### src/rtl/regfile_debug_ctrl.sv
// Register-file test controller: preloads a pattern, runs the CPU for a set
// number of cycles, then freezes it and streams every register out.
module regfile_debug_ctrl #(
    parameter int REGISTERS  = 32,
    parameter int DATA_WIDTH = 32,
    parameter int ADDR_WIDTH = $clog2(REGISTERS),
    parameter int RUN_WIDTH  = 16
) (
    input  logic                  Clock,
    input  logic                  Reset,
    input  logic                  Start,
    input  logic [1:0]            Mode,
    input  logic [DATA_WIDTH-1:0] Seed,
    input  logic [RUN_WIDTH-1:0]  RunCycles,
    output logic                  CpuHold,
    output logic                  RfWriteEnable,
    output logic [ADDR_WIDTH-1:0] RfWriteAddr,
    output logic [DATA_WIDTH-1:0] RfWriteData,
    output logic [ADDR_WIDTH-1:0] RfReadAddr,
    input  logic [DATA_WIDTH-1:0] RfReadData,
    output logic                  DumpValid,
    input  logic                  DumpReady,
    output logic [ADDR_WIDTH-1:0] DumpIndex,
    output logic [DATA_WIDTH-1:0] DumpData,
    output logic                  Busy,
    output logic                  Done
);

    typedef enum logic [2:0] {
        S_IDLE,
        S_INIT,
        S_RUN,
        S_DUMP,
        S_DONE
    } state_t;

    localparam logic [1:0]            MODE_INDEX = 2'd0;
    localparam logic [1:0]            MODE_SEED  = 2'd2;
    localparam logic [1:0]            MODE_NONE  = 2'd3;
    localparam logic [ADDR_WIDTH-1:0] LAST_IDX   = ADDR_WIDTH'(REGISTERS - 1);
    localparam logic [ADDR_WIDTH-1:0] IDX_ONE    = ADDR_WIDTH'(1);
    localparam logic [RUN_WIDTH-1:0]  RUN_ONE    = RUN_WIDTH'(1);

    state_t                state_q, state_d;
    logic [ADDR_WIDTH-1:0] idx_q, idx_d;
    logic [RUN_WIDTH-1:0]  run_cnt_q, run_cnt_d;
    logic [RUN_WIDTH-1:0]  run_cycles_q, run_cycles_d;
    logic [1:0]            mode_q, mode_d;
    logic [DATA_WIDTH-1:0] seed_q, seed_d;
    logic [DATA_WIDTH-1:0] pattern;

    always_comb begin
        // NOTE: every always_comb output gets a default first so no path leaves it unassigned (no latch).
        pattern = '0;
        case (mode_q)
            MODE_INDEX: pattern = DATA_WIDTH'(idx_q);
            MODE_SEED:  pattern = seed_q + DATA_WIDTH'(idx_q);
            default:    pattern = '0;
        endcase
    end

    always_comb begin
        state_d      = state_q;
        idx_d        = idx_q;
        run_cnt_d    = run_cnt_q;
        run_cycles_d = run_cycles_q;
        mode_d       = mode_q;
        seed_d       = seed_q;
        case (state_q)
            S_IDLE, S_DONE: begin
                if (Start) begin
                    mode_d       = Mode;
                    seed_d       = Seed;
                    run_cycles_d = RunCycles;
                    idx_d        = '0;
                    run_cnt_d    = '0;
                    if (Mode != MODE_NONE) begin
                        state_d = S_INIT;
                    end else if (RunCycles == '0) begin
                        state_d = S_DUMP;
                    end else begin
                        state_d = S_RUN;
                    end
                end
            end
            S_INIT: begin
                if (idx_q == LAST_IDX) begin
                    idx_d     = '0;
                    run_cnt_d = '0;
                    state_d   = (run_cycles_q == '0) ? S_DUMP : S_RUN;
                end else begin
                    idx_d = idx_q + IDX_ONE;
                end
            end
            S_RUN: begin
                // RUN is only entered with a non-zero count, so the decrement cannot wrap.
                if (run_cnt_q == run_cycles_q - RUN_ONE) begin
                    idx_d   = '0;
                    state_d = S_DUMP;
                end else begin
                    run_cnt_d = run_cnt_q + RUN_ONE;
                end
            end
            S_DUMP: begin
                if (DumpReady) begin
                    if (idx_q == LAST_IDX) begin
                        state_d = S_DONE;
                    end else begin
                        idx_d = idx_q + IDX_ONE;
                    end
                end
            end
            default: state_d = S_IDLE;
        endcase
    end

    always_comb begin
        CpuHold       = 1'b0;
        RfWriteEnable = 1'b0;
        RfWriteAddr   = '0;
        RfWriteData   = '0;
        RfReadAddr    = '0;
        DumpValid     = 1'b0;
        DumpIndex     = '0;
        Busy          = 1'b0;
        Done          = 1'b0;
        case (state_q)
            S_INIT: begin
                CpuHold       = 1'b1;
                RfWriteEnable = 1'b1;
                RfWriteAddr   = idx_q;
                RfWriteData   = pattern;
                Busy          = 1'b1;
            end
            S_RUN: Busy = 1'b1;
            S_DUMP: begin
                CpuHold    = 1'b1;
                DumpValid  = 1'b1;
                RfReadAddr = idx_q;
                DumpIndex  = idx_q;
                Busy       = 1'b1;
            end
            S_DONE: begin
                CpuHold = 1'b1;
                Done    = 1'b1;
            end
            default: ;
        endcase
    end

    assign DumpData = RfReadData;

    always_ff @(posedge Clock) begin
        // NOTE: state registers use non-blocking assignments so every flop samples pre-edge values.
        if (Reset) begin
            state_q      <= S_IDLE;
            idx_q        <= '0;
            run_cnt_q    <= '0;
            run_cycles_q <= '0;
            mode_q       <= '0;
            seed_q       <= '0;
        end else begin
            state_q      <= state_d;
            idx_q        <= idx_d;
            run_cnt_q    <= run_cnt_d;
            run_cycles_q <= run_cycles_d;
            mode_q       <= mode_d;
            seed_q       <= seed_d;
        end
    end

endmodule

### config.mk
export PLATFORM = sky130hd
export DESIGN_NAME = regfile_debug_ctrl
export DESIGN_NICKNAME = d
export VERILOG_FILES = /design/src/rtl/regfile_debug_ctrl.sv
export SDC_FILE = /design/constraint.sdc
export NUM_CORES = 1
export LEC_CHECK = 0
export ABC_CLOCK_PERIOD_IN_PS = 6590
export CAP_MARGIN = 20
export CORE_AREA = 2 2 121 88
export CTS_CLUSTER_DIAMETER = 50
export CTS_CLUSTER_SIZE = 16
export DETAILED_ROUTE_END_ITERATION = 6
export DIE_AREA = 0 0 123 90
export MAX_ROUTING_LAYER = met4
export PLACE_DENSITY = 0.86
export RECOVER_POWER = 25
export SLEW_MARGIN = 10
export SYNTH_ARGS = -nofsm -noshare
export SYNTH_HDL_FRONTEND = slang
export SYNTH_SLANG_ARGS = --single-unit
### constraint.sdc
create_clock -name Clock -period 6.59 [get_ports Clock]
set_input_delay 1.318 -clock Clock [delete_from_list [all_inputs] [get_ports Clock]]
set_output_delay 1.318 -clock Clock [all_outputs]
set_load 0.1 [all_outputs]
==> impl_metrics.env, run 1 <==
export IMPL_worst_skew_pair_late_latency_ns=0.34
export IMPL_cts_hold_buffers=0
export IMPL_gp_congestion=0.973
export IMPL_areaGrowthSynthToFinish_pct=22.8
export IMPL_fin_crit_sh_pct=84.2
export IMPL_grt_pass1_vias=4540
export IMPL_core_mm2=0.0100
export IMPL_die_w_um=123
export IMPL_ctsResizeCount=0
export IMPL_gr_usage_all_layers_pct=25.7
export IMPL_dpl_worst_slack_ns=1.48
export IMPL_grt_max_degree=62
export IMPL_seq_power_share_pct=31.6
export IMPL_cts_sinks=74
export IMPL_ant_nets=0
export IMPL_tns_ns=0
export IMPL_clk_pin_slew_ns=0.06
export IMPL_cts_setup_buffers=0
export IMPL_min_period_ns=5.55
export IMPL_max_cap_viol_count=1
export IMPL_ys_warnings_count=0
export IMPL_viasPerCell=5.73
export IMPL_skew_ns=0.00995
export IMPL_antenna_found_initial=0
export IMPL_io_buffers=105
export IMPL_dieArea_mm2=0.0111
export IMPL_async_flop_share_pct=0
export IMPL_drt_iter0_drc=342
export IMPL_layout_drive_gt1_share_pct=6.18
export IMPL_critPathArrivalTime_ns=4.23
export IMPL_netSwitchingPower_uw=807
export IMPL_syn_mean_instance_area_um2=7.52
export IMPL_start_util_pct=48.5
export IMPL_synth_compound_area_share_pct=15.9
export IMPL_root_buffer="clkbuf_16"
export IMPL_numCtsBuffers=9
export IMPL_synthXorXnorAreaFrac_pct=9.38
export IMPL_dominantRegCellSynth="dfxtp_1"
export IMPL_routed_wirelength_mm=13.6
export IMPL_die_y_um=90
export IMPL_cp_max_fo=7
export IMPL_num_vias=4745
export IMPL_p_sw_share_pct=40.8
export IMPL_synth_cell_types=65
export IMPL_power_frac_clock_pct=28.8
export IMPL_power_leakage_nw=2.16
export IMPL_synth_top_family_by_area="simple AND/OR/NAND/NOR gates"
export IMPL_seq_area_frac_synth_pct=30.5
export IMPL_ir_drop_mv=0.173
export IMPL_max_slew_worst_pin_slew_ns=2.75
export IMPL_synth_simple_area_share_pct=30.3
export IMPL_ios=170
export IMPL_cts_htree_levels=3
export IMPL_cts_buffer_depth=2
export IMPL_clock_fmax_mhz=180
export IMPL_pwr_share_comb_pct=39.7
export IMPL_hold_viol=0
export IMPL_cts_tree="yes"
export IMPL_std_cell_rows=31
export IMPL_setup_violations=0
export IMPL_slew_headroom_pct=-83.6
export IMPL_synth_edff_count=0
export IMPL_ff2ff_setup_slack_ns=2.36
export IMPL_hold_path_class="flip-flop to flip-flop"
export IMPL_ys_seq_elements=74
export IMPL_p_per_area_mw_per_mm2=331
export IMPL_antenna_cells=0
export IMPL_drc_errors=0
export IMPL_fin_ws_ns=1.04
export IMPL_dp_hpwl_mm=9.78
export IMPL_endpoint_kind="output pin"
export IMPL_required_ns=5.27
export IMPL_violations="max-capacitance violations, max-slew violations"
export IMPL_overflow=0
export IMPL_status="complete, but fails checks"
export IMPL_syn_nets=742
export IMPL_syn_inst=646
export IMPL_p_int_mw=1.17
export IMPL_syn_area_mm2=0.00486
export IMPL_synth_mux_area_share_pct=1.26
export IMPL_crit_type="flip-flop to output pin"
export IMPL_slew_violations=55
export IMPL_wl_per_cell_um=16.5
export IMPL_synth_adder_area_share_pct=2.73
export IMPL_cp_start_kind="flip-flop"
export IMPL_rsz0062_at_grt="false"
export IMPL_layout_nets=788
export IMPL_grt_pass1_wl_mm=21.9
export IMPL_firstDrtPassIters=6
==> metrics by stage <==
step                      hold slack, ns  std cells  instance area (um2)  utilization, %  power (mW)
final                              0.468        828                 5970            59.6        1.98
after global routing               0.494        828                 5970            59.6        2.08
after CTS                          0.469        828                 5970            59.6        1.97
after detailed placement           0.460        813                 5630            56.2        1.39
after global placement             0.454        813                 5630            56.2        1.36
after floorplan                    0.440        646                 4860               -        1.31
==> layout make-up <==
class	instances	area (um2)
fillers	869	4040
multi-input cells	494	2900
flip-flops and latches	74	1480
repair buffers	107	1060
clock buffers	10	239
well taps	132	165
clock inverters	5	103
inverters	6	22.5
==> path summary, 6_finish.rpt <==
kind | start | endpoint | cells after the start
min | seed_q[0]$_SDFFE_PP0P_ | seed_q[0]$_SDFFE_PP0P_ | 2
min reg2reg | seed_q[0]$_SDFFE_PP0P_ | seed_q[0]$_SDFFE_PP0P_ | 2
max reg2reg | state_q[1]$_SDFFE_PP0P_ | run_cnt_q[5]$_SDFFE_PP0P_ | 6
max | idx_q[0]$_SDFFE_PP0P_ | RfWriteData[28] | 10
==> layout by cell type, fill, tap and decap left out, drive strengths merged, types with 12 or more instances in the layout <==
master | synthesis | final
nand2 | 128 | 128
clkdlybuf4s50 | 0 | 102
a21oi | 77 | 77
dfxtp | 74 | 74
nor2 | 52 | 52
xor2 | 30 | 30
and3 | 24 | 24
xnor2 | 22 | 22
nand3 | 20 | 20
nor4 | 16 | 16
o21ai | 12 | 12
==> worst max-delay path, stage by stage (launching register included) <==
cell and delay, ns:
dfxtp_1 0.44, ha_1 0.23, fa_1 0.24, a21oi_1 0.09
o21bai_1 0.20, a21oi_1 0.23, nor4_1 0.83, nand3_1 0.19
xor2_1 0.18, nor2_1 0.10, clkdlybuf4s50_1 1.16
==> cell usage after synthesis, drive strengths merged, types with 2 or more instances <==
master  instances  area [um2]
a211oi          5        42.5
a21bo           2        20.0
a21o            2        22.5
a21oi          77         385
a31o            3        26.3
a31oi           2        12.5
a41oi           2        17.5
and2            8        52.6
and3           24         156
and4            2        17.5
buf            49         372
clkbuf         23        86.3
dfxtp          74        1480
ha              9         113
inv             6        22.5
mux2i           5        50.1
nand2         128         480
nand2b          5        31.3
nand3          20         100
nand3b          2        15.0
nand4           8        50.1
nor2           52         198
nor2b           3        18.8
nor3           10        60.1
nor3b           2        20.0
nor4           16         136
o211ai          3        22.5
o21a            5        37.5
o21ai          12        63.8
o21bai          2        15.0
o31ai           3        22.5
o32ai           2        17.5
or2             4        25.0
or3             8        50.1
or4             4        33.8
xnor2          22         193
xor2           30         263
==> routing by layer <==
| metal | routed length [um] | part of all wire, % | GRT usage (%) |
|---|---|---|---|
| met5 | 0 | 0 | - |
| met4 | 310 | 2.3 | 9.85 |
| met3 | 1150 | 8.5 | 7.30 |
| met2 | 6140 | 45 | 38.5 |
| met1 | 6030 | 44 | 32.8 |
==> cell families (layout without fill, tap and decap cells) <==
| logic type | Yosys count | count (layout) |
|---|---|---|
| flip-flops | 74 | 74 |
| buffers and inverters | 78 | 128 |
| adder cells (fa/ha/maj) | 10 | 10 |
| AND/OR/NAND/NOR | 299 | 299 |
| XOR/XNOR | 52 | 52 |
| multiplexers | 6 | 6 |
| AO/OA/AOI/OAI | 127 | 127 |
==> flip-flops by register name (all words and copies together), names as in the netlist <==
name	flops
idx_q	5
mode_q	2
run_cnt_q	16
run_cycles_q	16
seed_q	32
state_q	3
==> power by group through the flow <==
stage / clock, mW / sequential [mW] / combinational [mW]
floorplan: 0 / 0.580 / 0.727
global placement: 0 / 0.622 / 0.740
finish: 0.569 / 0.624 / 0.784
CTS: 0.575 / 0.621 / 0.770
detailed placement: 0 / 0.629 / 0.764
global route: 0.592 / 0.636 / 0.852
(Power assumes the default switching activity.)
==> run 2: changes to the inputs <==
Settings changed: ABC_CLOCK_PERIOD_IN_PS 6590 to 5300, CORE_AREA 2 2 121 88 to 2 2 126 91, DIE_AREA 0 0 123 90 to 0 0 128 93, PLACE_DENSITY 0.86 to 0.81.
Clock period 6.59 ns to 5.3 ns, I/O delays scaled along.
==> run 2 against run 1 <==
The flow still finishes with violations (max-capacitance violations, max-slew violations). Core utilization down 5.1 points. Combinational power up 22%. Clock skew is essentially flat. Via count is 0.36% lower. Sequential power up 24%. Power grew 16%. Global-route usage down 2.2 points. Clock power decreased by 2%. Hold slack hardly changed. Highest routed layer unchanged.
==> impl_metrics.env, run 2 (synthesized netlist as in run 1, its figures left out) <==
export IMPL_status="complete, but fails checks"
export IMPL_violations="max-capacitance violations, max-slew violations"
export IMPL_std_cell_rows=32
export IMPL_die_w_um=128
export IMPL_critPathArrivalTime_ns=3.58
export IMPL_largest_reg_flops=32
export IMPL_gr_usage_all_layers_pct=23.5
export IMPL_cts_sinks=74
export IMPL_met2_usage_pct=35.3
export IMPL_required_ns=4.24
export IMPL_timing_hold_ws_ns=0.468
export IMPL_cpMostUsedCell="a21oi_1"
export IMPL_gp_congestion=0.920
export IMPL_layout_commonest_cell="nand2_1"
export IMPL_drc_errors=0
export IMPL_fin_crit_sh_pct=87.6
export IMPL_layout_drive_gt1_share_pct=10.0
export IMPL_layout_nets=790
export IMPL_ff2ff_path_depth=10
export IMPL_regMostFlops="seed_q"
export IMPL_fillCellCount=1019
export IMPL_die_y_um=93
export IMPL_max_cap_viol_count=2
export IMPL_crit_type="flip-flop to output pin"
export IMPL_dp_cells=818
export IMPL_ant_nets=0
export IMPL_worst_skew_pair_late_latency_ns=0.34
export IMPL_slew_violations=84
export IMPL_ir_drop_mv=0.194
export IMPL_pwr_share_comb_pct=41.9
export IMPL_use_met1_pct=32.8
export IMPL_p_int_mw=1.29
export IMPL_cts_htree_levels=3
export IMPL_grt_max_degree=44
export IMPL_num_vias=4728
export IMPL_crit_family="simple AND/OR/NAND/NOR gates"
export IMPL_dp_hpwl_mm=10.0
export IMPL_viasPerCell=5.66
export IMPL_antenna_cells=0
export IMPL_hold_viol=0
export IMPL_start_util_pct=45.3
export IMPL_startpoint="idx_q[0]$_SDFFE_PP0P_"
export IMPL_clock_fmax_mhz=215
export IMPL_layout_cells_non_filler=835
export IMPL_cts_tree="yes"
export IMPL_min_period_ns=4.64
export IMPL_power_frac_clock_pct=24.2
export IMPL_ios=170
export IMPL_setup_violations=0
export IMPL_netSwitchingPower_uw=996
export IMPL_worstHoldPathCells=2
export IMPL_seq_power_share_pct=33.8
export IMPL_max_slew_worst_pin_slew_ns=1.97
export IMPL_dieArea_mm2=0.0119
export IMPL_crit_buf_inv=1
export IMPL_core_mm2=0.0107
export IMPL_hold_path_class="flip-flop to flip-flop"
export IMPL_use_met3_pct=4.63
export IMPL_cp_start_kind="flip-flop"
export IMPL_antenna_found_initial=0
export IMPL_cts_setup_buffers=0
export IMPL_cp_slowest_cell="nor4_1"
export IMPL_drt_iter0_drc=391
export IMPL_path_depth=10
export IMPL_endpoint_kind="output pin"
export IMPL_areaGrowthSynthToFinish_pct=20.4
export IMPL_grt_pass1_vias=4496
export IMPL_fin_util_pct=54.5
export IMPL_ctsResizeCount=0
export IMPL_p_sw_share_pct=43.5
export IMPL_cts_hold_buffers=0
export IMPL_routed_wirelength_mm=13.5
export IMPL_io_buffers=105
export IMPL_top_regs="seed_q: 32 flops, run_cnt_q: 16 flops, run_cycles_q: 16 flops"
export IMPL_final_cell_mix="128 x nand2_1, 77 x a21oi_1, 77 x clkdlybuf4s50_1"
export IMPL_path_cells="ha_1, fa_1, a21oi_1, o21bai_1, a21oi_1, nor4_1, nand3_1, xor2_1, nor2_1, buf_4"
export IMPL_slowest_delay_ns=0.95
export IMPL_reg2reg_from="run_cycles_q[0]$_SDFFE_PP0P_"
export IMPL_cts_buffer_depth=2
export IMPL_grt_pass1_wl_mm=21.9
export IMPL_busiest_layer="met2"
export IMPL_wl_per_cell_um=16.1
export IMPL_power_mw=2.29
export IMPL_slew_headroom_pct=-31.1
export IMPL_min_delay_start="seed_q[2]$_SDFFE_PP0P_"
export IMPL_skew_ns=0.0100
export IMPL_clk_pin_slew_ns=0.06
export IMPL_root_buffer="clkbuf_16"
export IMPL_p_per_area_mw_per_mm2=391
export IMPL_tns_ns=0
export IMPL_firstDrtPassIters=4
export IMPL_power_leakage_nw=2.18
export IMPL_numCtsBuffers=9
export IMPL_overflow=0
export IMPL_rsz0062_at_grt="false"
export IMPL_cp_max_fo=7
-- run 2: cell count changes in the layout (fill, tap and decap cells not counted), sizes merged --
cell and change:
buf +26, bufinv -3, clkbuf +2, clkdlybuf4s50 -25, clkinv +3, clkinvlp +2
dlygate4sd3 -2
-- run 2: power by group through the flow --
stage               clock network [mW]  registers [mW]  logic [mW]
CTS                              0.563           0.770       0.949
global placement                     0           0.775       0.925
floorplan                            0           0.721       0.904
finish                           0.555           0.774       0.960
detailed placement                   0           0.781       0.944
global route                     0.588           0.789        1.05
-- run 2: final timing paths --
path                             to  slack (ns)
max                 RfWriteData[26]        0.66
min          seed_q[2]$_SDFFE_PP0P_        0.47
min reg2reg  seed_q[2]$_SDFFE_PP0P_        0.47
max reg2reg   idx_q[0]$_SDFFE_PP0P_        2.04
-- run 2: worst register-to-register path, delay by kind of cell (launching register included) --
kind	cells	cell delay, ns
AO/OA/AOI/OAI	3	0.73
AND/OR/NAND/NOR	3	1.00
XOR/XNOR	1	0.20
adder cells (fa/ha/maj)	1	0.32
multiplexers	1	0.37
buffers and inverters	1	0.11
flip-flops	1	0.41
-- run 2: per-layer routing --
| layer | vias up | share of wire [%] |
|---|---|---|
| met5 | - | 0 |
| met4 | 0 | 1.2 |
| met3 | 20 | 8.1 |
| met2 | 215 | 44 |
| met1 | 2207 | 47 |
| li1 | 2286 | - |
-- run 2: stage by stage --
stage / instance area, um2 / setup WS (ns)
floorplan: 4860 / 0.317
global placement: 5570 / 1.31
detailed placement: 5570 / 1.09
CTS: 5840 / 0.693
global route: 5850 / 0.447
finish: 5850 / 0.656
-- run 2: area by class of cell --
class / instances / area (um2) / share of cell area [%]
multi-input cells: 494 / 2900 / 49.5
flip-flops and latches: 74 / 1480 / 25.3
repair buffers: 109 / 1010 / 17.2
clock buffers: 9 / 225 / 3.85
well taps: 136 / 170 / 2.91
clock inverters: 7 / 46.3 / 0.792
inverters: 6 / 22.5 / 0.385
==> run 3: changes to the inputs <==
Settings changed: CAP_MARGIN 20 to 30.
==> run 3 against run 2 <==
The run still ends with max-capacitance violations, max-slew violations left. Critical path depth did not move. Largest cell class unchanged. Core utilization is essentially flat. Sequential cell count unchanged. Global-route usage is the same. Design area about the same. Clock skew down 0.0022 ns.
==> impl_metrics.env, run 3 (synthesized netlist as in run 1, its figures left out) <==
export IMPL_grt_max_degree=44
export IMPL_ir_drop_mv=0.194
export IMPL_viasPerCell=5.67
export IMPL_start_util_pct=45.3
export IMPL_ios=170
export IMPL_overflow=0
export IMPL_multi_input_area_mm2=0.00290
export IMPL_core_mm2=0.0107
export IMPL_numCtsBuffers=9
export IMPL_hold_path_class="flip-flop to flip-flop"
export IMPL_cts_buffer_depth=2
export IMPL_ctsResizeCount=0
export IMPL_num_vias=4738
export IMPL_max_slew_worst_pin_slew_ns=1.97
export IMPL_layout_nets=791
export IMPL_drc_errors=0
export IMPL_antenna_found_initial=0
export IMPL_regMostFlops="seed_q"
export IMPL_slew_headroom_pct=-31.2
export IMPL_required_ns=4.24
export IMPL_io_buffers=105
export IMPL_cts_htree_levels=3
export IMPL_critPathArrivalTime_ns=3.26
export IMPL_cp_start_kind="flip-flop"
export IMPL_gr_usage_all_layers_pct=23.5
export IMPL_areaGrowthSynthToFinish_pct=20.5
export IMPL_skew_ns=0.00778
export IMPL_clk_pin_slew_ns=0.06
export IMPL_fillCellCount=1020
export IMPL_dp_hpwl_mm=10.0
export IMPL_endpoint_kind="output pin"
export IMPL_slew_violations=84
export IMPL_worst_skew_pair_late_latency_ns=0.34
export IMPL_largest_reg_flops=32
export IMPL_cts_hold_buffers=0
export IMPL_setup_violations=0
export IMPL_status="complete, but fails checks"
export IMPL_timing_hold_ws_ns=0.464
export IMPL_dieArea_mm2=0.0119
export IMPL_ant_nets=0
export IMPL_crit_type="flip-flop to output pin"
export IMPL_root_buffer="clkbuf_16"
export IMPL_grt_pass1_wl_mm=21.9
export IMPL_fin_crit_sh_pct=81.5
export IMPL_cp_max_fo=7
export IMPL_antenna_cells=0
export IMPL_std_cell_rows=32
export IMPL_layout_drive_gt1_share_pct=10.1
export IMPL_cts_tree="yes"
export IMPL_layout_commonest_cell="nand2_1"
export IMPL_firstDrtPassIters=5
export IMPL_gp_congestion=0.920
export IMPL_regArea_mm2=0.00148
export IMPL_tns_ns=0
export IMPL_routed_wirelength_mm=13.5
export IMPL_drt_iter0_drc=443
export IMPL_rsz0062_at_grt="false"
export IMPL_wl_per_cell_um=16.1
export IMPL_min_period_ns=4.32
export IMPL_die_y_um=93
export IMPL_power_leakage_nw=2.19
export IMPL_die_w_um=128
export IMPL_final_cell_mix="128 x nand2_1, 77 x a21oi_1, 77 x clkdlybuf4s50_1"
export IMPL_cts_setup_buffers=0
export IMPL_top_regs="seed_q: 32 flops, run_cnt_q: 16 flops, run_cycles_q: 16 flops"
export IMPL_violations="max-capacitance violations, max-slew violations"
export IMPL_cts_sinks=74
export IMPL_p_per_area_mw_per_mm2=391
export IMPL_clock_fmax_mhz=232
export IMPL_grt_pass1_vias=4496
export IMPL_max_cap_viol_count=2
export IMPL_power_mw=2.29
export IMPL_hold_viol=0
==> run 3: metrics by stage <==
step / worst slack, ns / cells / instance area (um2) / utilization, %
detailed placement: 1.09 / 818 / 5570 / 51.9
finish: 0.983 / 836 / 5850 / 54.5
floorplan: 0.317 / 646 / 4860 / -
global placement: 1.31 / 818 / 5570 / 51.9
global route: 0.785 / 836 / 5850 / 54.5
CTS: 0.693 / 834 / 5840 / 54.5
==> run 3: report_power, final <==
group          total [mW]  leakage [nW]  internal (mW)  switching (mW)
logic               0.959          1.46          0.339           0.620
registers           0.774         0.604          0.641           0.134
clock network       0.553         0.127          0.314           0.239
total                2.29          2.19           1.29           0.993
==> run 3: final cells by class <==
type,count,share of cell area (%)
inverters,6,0.385
flip-flops and latches,74,25.3
well taps,136,2.91
repair buffers,110,17.3
multi-input cells,494,49.5
clock buffers,9,3.85
clock inverters,7,0.791
==> run 3: path summary, 6_finish.rpt <==
| check | from | end | slack (ns) | cells after the start |
|---|---|---|---|---|
| setup reg to reg | run_cycles_q[0]$_SDFFE_PP0P_ | idx_q[0]$_SDFFE_PP0P_ | 2.05 | 10 |
| hold / removal | seed_q[2]$_SDFFE_PP0P_ | seed_q[2]$_SDFFE_PP0P_ | 0.46 | 2 |
| hold reg to reg | seed_q[2]$_SDFFE_PP0P_ | seed_q[2]$_SDFFE_PP0P_ | 0.46 | 2 |
| setup / recovery | idx_q[0]$_SDFFE_PP0P_ | RfWriteData[31] | 0.98 | 10 |
==> run 3: routing by layer <==
layer	vias up	wire, um	global-route usage, %	part of all wire (%)
li1	2293	-	-	-
met1	2210	6370	32.8	47
met2	220	5870	35.3	44
met3	15	1060	4.63	7.9
met4	0	148	5.40	1.1
met5	-	0	-	0
==> run 3: critical path, stage by stage, from the launching register on <==
cell and delay (ns):
dfxtp_1 0.46, ha_1 0.25, a21o_1 0.14, a21oi_1 0.10, o21bai_1 0.17, a21oi_1 0.21
nor4_1 0.77, nand4_1 0.23, xor2_1 0.19, nor2_1 0.09, buf_4 0.30
